==> src/rtl/pipe_stage_skid_reg.sv <==
// Elastic pipeline stage register with a 2-entry skid buffer,
// flush-driven bubble injection and a saturating stall counter.
module pipe_stage_skid_reg #(
    parameter int                CTRL_W      = 12,
    parameter int                DATA_W      = 64,
    parameter logic [DATA_W-1:0] BUBBLE_DATA = {DATA_W{1'b0}},
    parameter int                STALL_CNT_W = 16
) (
    input  logic                   clk,
    input  logic                   reset_n,
    input  logic                   flush,
    input  logic                   in_valid,
    output logic                   in_ready,
    input  logic [CTRL_W-1:0]      in_ctrl,
    input  logic [DATA_W-1:0]      in_data,
    output logic                   out_valid,
    input  logic                   out_ready,
    output logic [CTRL_W-1:0]      out_ctrl,
    output logic [DATA_W-1:0]      out_data,
    output logic [1:0]             occupancy,
    output logic [STALL_CNT_W-1:0] stall_cycles
);

    typedef enum logic [1:0] {
        EMPTY = 2'd0,
        ONE   = 2'd1,
        FULL  = 2'd2
    } state_t;

    state_t state_q, state_d;

    logic [CTRL_W-1:0] m_ctrl_q, m_ctrl_d, s_ctrl_q, s_ctrl_d;
    logic [DATA_W-1:0] m_data_q, m_data_d, s_data_q, s_data_d;

    logic in_ready_q, out_valid_q;
    logic [1:0] occ_q, occ_d;
    logic [STALL_CNT_W-1:0] stall_q;

    logic it, ot;

    assign it = in_valid & in_ready_q;
    assign ot = out_valid_q & out_ready;

    always_comb begin
        state_d  = state_q;
        m_ctrl_d = m_ctrl_q;
        m_data_d = m_data_q;
        s_ctrl_d = s_ctrl_q;
        s_data_d = s_data_q;
        if (flush) begin
            state_d  = EMPTY;
            m_ctrl_d = '0;
            m_data_d = BUBBLE_DATA;
            s_ctrl_d = '0;
            s_data_d = BUBBLE_DATA;
        end else begin
            unique case (state_q)
                EMPTY: begin
                    if (it) begin
                        m_ctrl_d = in_ctrl;
                        m_data_d = in_data;
                        state_d  = ONE;
                    end
                end
                ONE: begin
                    if (it && ot) begin
                        m_ctrl_d = in_ctrl;
                        m_data_d = in_data;
                    end else if (it) begin
                        s_ctrl_d = in_ctrl;
                        s_data_d = in_data;
                        state_d  = FULL;
                    end else if (ot) begin
                        m_ctrl_d = '0;
                        m_data_d = BUBBLE_DATA;
                        state_d  = EMPTY;
                    end
                end
                FULL: begin
                    if (ot) begin
                        m_ctrl_d = s_ctrl_q;
                        m_data_d = s_data_q;
                        s_ctrl_d = '0;
                        s_data_d = BUBBLE_DATA;
                        state_d  = ONE;
                    end
                end
                default: begin
                    state_d  = EMPTY;
                    m_ctrl_d = '0;
                    m_data_d = BUBBLE_DATA;
                    s_ctrl_d = '0;
                    s_data_d = BUBBLE_DATA;
                end
            endcase
        end
    end

    always_comb begin
        occ_d = 2'd0;
        unique case (state_d)
            EMPTY:   occ_d = 2'd0;
            ONE:     occ_d = 2'd1;
            FULL:    occ_d = 2'd2;
            default: occ_d = 2'd0;
        endcase
    end

    // Handshake outputs are flopped from next state: no out_ready->in_ready path.
    always_ff @(posedge clk) begin
        if (!reset_n) begin
            state_q     <= EMPTY;
            m_ctrl_q    <= '0;
            m_data_q    <= BUBBLE_DATA;
            s_ctrl_q    <= '0;
            s_data_q    <= BUBBLE_DATA;
            in_ready_q  <= 1'b1;
            out_valid_q <= 1'b0;
            occ_q       <= 2'd0;
            stall_q     <= '0;
        end else begin
            state_q     <= state_d;
            m_ctrl_q    <= m_ctrl_d;
            m_data_q    <= m_data_d;
            s_ctrl_q    <= s_ctrl_d;
            s_data_q    <= s_data_d;
            in_ready_q  <= (state_d != FULL);
            out_valid_q <= (state_d != EMPTY);
            occ_q       <= occ_d;
            if (out_valid_q && !out_ready && !(&stall_q))
                stall_q <= stall_q + 1'b1;
        end
    end

    assign in_ready     = in_ready_q;
    assign out_valid    = out_valid_q;
    assign out_ctrl     = m_ctrl_q;
    assign out_data     = m_data_q;
    assign occupancy    = occ_q;
    assign stall_cycles = stall_q;

endmodule

==> config.mk <==
export PLATFORM = sky130hd
export DESIGN_NAME = pipe_stage_skid_reg
export DESIGN_NICKNAME = d
export VERILOG_FILES = /design/src/rtl/pipe_stage_skid_reg.sv
export SDC_FILE = /design/constraint.sdc
export NUM_CORES = 1
export LEC_CHECK = 0
export BUFFER_PORTS_ARGS = -buffer_cell sky130_fd_sc_hd__buf_2
export CORE_MARGIN = 5
export CORE_UTILIZATION = 25
export CTS_CLUSTER_DIAMETER = 120
export DETAILED_ROUTE_END_ITERATION = 10
export PLACE_DENSITY = 0.53
export SLEW_MARGIN = 20
export SYNTH_ARGS = -nofsm -noshare
export SYNTH_HDL_FRONTEND = slang
export SYNTH_SLANG_ARGS = --single-unit
==> constraint.sdc <==
create_clock -name clk -period 3.6 [get_ports clk]
set_input_delay 0.18 -clock clk [delete_from_list [all_inputs] [get_ports clk]]
set_output_delay 0.18 -clock clk [all_outputs]
set_load 0.03 [all_outputs]
==> summary.txt <==
Timing
  – Clock Skew: 0.0129 ns
  – Minimum clock period: 2.42 ns
  – Least-Margin Pin Slew: 0.985 ns
  – Setup-failing EPs final: 0
  – Final Cycle Share: between 60 and 70%
  – RSZ-0062 raised after global routing: no
  – Final hold viol count: 0
  – Count of final max-slew check failures: 0
  – Maximum clock rate: about 0.41 GHz
  – Slew margin rel.: 34.3%
  – Fin Setup TNS: 0 ns

Drt
  – DRC violations left: 0
  – DRT iter0 DRCs: between 500 and 600
  – Post-route ant nets: 0
  – Pre-antenna DRT Iters: 5
  – Via-to-Cell Ratio: 5.14
  – Final wirelength: between 20 and 30 mm
  – Vias: between 8000 and 9000
  – DR WL/cell: between 15 and 20 um

Floorplan
  – IO Pins: 177
  – Die height: between 150 and 200 um
  – Core Area: about 33000 um2
  – Starting Density: between 20% and 30%
  – Row cnt: 67
  – Die Area: ~37000 um2
  – Die width: 194 um

Setup path
  – Largest stage delay, worst path: 0.82 ns
  – Crit Path Class: reg2reg
  – Crit-path cells: nand2b_2 > o32ai_4 > buf_4 > nand2_1 > a21oi_1
  – CP max FO: 64
  – Slowest CP cell: dfxtp_4
  – CP top delay family: flip-flops
  – Arrival @ worst endpoint: 2.78 ns
  – Buf/Inv on CP: 1
  – Required @ worst endpoint: 3.96 ns
  – Crit end category: flip-flop
  – Crit start category: flip-flop

Job
  – Max Cap Viol: 0

Clock network
  – Clk pin slew, worst setup/hold paths: about 0.07 ns
  – Setup bufs post-CTS: 0
  – CTS tree: done
  – H-tree Lvls: 4
  – CTS buffer count: 17
  – # clock sinks: roughly 170
  – Longest Clk Path Bufs: 2
  – Root Driver: clkbuf_16
  – Worst-Skew Late Latency: 0.44 ns

Synth
  – Top post-synthesis cells by area: dfxtp_1, a21oi_1, nand4_1, o21ai_0, nand2_1
  – Distinct cells, synth: 40
  – Mapped cell area: between 8000 and 9000 um2
  – Synthesized flop and latch total: 174
  – Synthesized instance count: 1078
  – Top-area cell type share of the netlist area: 41.3%
  – Yosys warning total: 0
  – Yosys top cell by area: dfxtp_1
  – Mapped Nets: 1160
  – Syn avg cell area: 7.82 um2
  – Sequential area share after synthesis: 41.3%

GRT
  – GR Util All Layers: 15.1%
  – Vias in the first global route: slightly above 8000
  – Largest net degree at the start of global routing: 77
  – Initial antenna violation count: 5
  – Gr ovfl total: 0
  – First-pass GRT wire length: 46.3 mm

Cells and area
  – Area of the multi-input gates: 4350 um2
  – Nets: roughly 1300
  – Synth-to-Final Area Change: 21.0%
  – Area taken by flip-flops and latches: between 3000 and 4000 um2
  – Final Util: 30.5%
  – Fin cells: 1638
  – Share of cells above drive strength 1: 20.2%
  – Fill cells: 3599

Place
  – Final HPWL DP: 17.9 mm
  – RD Place Congestion: 0.758
  – Port bufs: 176
  – Inst Count DP: around 1600

Status
  – Status: finished clean

Power and ir drop
  – Worst VDD drop: 0.000318 V
  – Power per cell area: 430 nW/um2
  – Leakage dissipation: 3.75 nW

Hold path
  – Hold crit path type: in2reg
==> worst reg2reg max path: cells and delay by family (launching register included) <==
family          cells  cell delay, ns
flops               1            0.82
simple gates        2            0.61
buf+inv             1            0.51
compound gates      2            0.41
==> logic make-up after synthesis <==
family,count (synthesis),synth area share (%)
flops,174,41.3
simple gates,304,19.8
buf+inv,152,7.90
compound gates,416,27.2
fa+ha+maj,1,0.148
mux,30,3.56
xor+xnor,1,0.104
==> report_power, final <==
group	internal, W	leakage (nW)	switching [W]	total, W
sequential	0.00196	1.41	0.0000354	0.00200
combinational	0.000169	2.07	0.000385	0.000554
clock	0.000995	0.273	0.000843	0.00184
total	0.00312	3.75	0.00126	0.00439
==> path summary, 6_finish.rpt <==
check / startpoint / end / slack (ns) / cells after the start
max: state_q[0] / out_data[6] / 1.18 / 5
max reg2reg: state_q[0] / out_data[6] / 1.18 / 5
min reg2reg: out_data[39] / out_data[39] / 0.45 / 2
min: in_data[63] / s_data_q[63] / 0.04 / 3
==> layout make-up <==
cell class,instances,share of cell area (%)
sequential,174,34.2
clock inverter,12,1.09
antenna,2,0.0491
inverter,34,1.25
clock buffer,20,4.48
timing repair buffer,196,10.7
tap,448,5.50
multi-input combinational,752,42.7
==> repair_timing <==
action | 4_1_cts | 5_1_grt
setup endpoints to repair | 0 | 0
hold buffers | 1 | 0
resized for setup | 0 | 0
hold endpoints to repair | 1 | 0
==> per-stage QoR <==
step | area [um2] | total power, W | setup WS, ns | hold slack, ns
after detailed placement | 9620 | 0.00260 | 1.20 | 0.444
after CTS | 10200 | 0.00446 | 1.18 | 0.00132
after global placement | 9620 | 0.00260 | 1.26 | 0.438
after global routing | 10200 | 0.00459 | 0.990 | 0.0140
final | 10200 | 0.00439 | 1.18 | 0.0389
after floorplan | 8430 | 0.00239 | 1.62 | 0.318
==> placed cells by master, fill, tap and decap left out, drive strengths merged, types with 2 or more instances in the layout <==
| cell | instances |
|---|---|
| nor3 | 2 |
| nor2 | 11 |
| and2 | 48 |
| and3 | 5 |
| dfxtp | 174 |
| a21oi | 212 |
| o32ai | 30 |
| o21ai | 119 |
| clkbuf | 20 |
| diode | 2 |
| mux2i | 30 |
| nand2b | 50 |
| nand4 | 83 |
| or3 | 11 |
| clkinv | 6 |
| inv | 36 |
| or4 | 2 |
| nand2 | 85 |
| buf | 195 |
| o31ai | 2 |
| nand3 | 2 |
| clkinvlp | 3 |
| a31oi | 2 |
| o22ai | 47 |
==> synth_stat cells (all sizes together) <==
library cell / number
dfxtp: 174
ha: 1
and3b: 1
o41ai: 1
nor3: 2
inv: 34
a21oi: 212
clkbuf: 78
o31ai: 2
o21ai: 119
or3: 11
o22ai: 47
and4: 1
nor2: 11
nor2b: 1
and3: 5
buf: 40
nand2: 85
nor4: 1
a31oi: 2
nand4: 83
and2: 48
or4: 2
o21ba: 1
nand3: 2
and2b: 1
o211ai: 1
mux2i: 30
o32ai: 30
xor2: 1
nand2b: 50
a21bo: 1
==> layer usage <==
| layer | share of wire (%) | routed length (um) | GRT usage [%] |
|---|---|---|---|
| met1 | 46 | 13500 | 20.4 |
| met2 | 46 | 13700 | 23.7 |
| met3 | 6.5 | 1900 | 4.14 |
| met4 | 1.4 | 415 | 4.35 |
| met5 | 0.12 | 34 | 0 |
==> sequential cells by signal, summed over array words and instances (netlist names) <==
signal and cells:
s_ctrl_q 12, stall_cycles 16, out_data 64, state_q 2, occupancy 2, out_ctrl 12, out_valid 1, in_ready 1
s_data_q 64
Note: power is estimated with default switching activity, not from simulation.
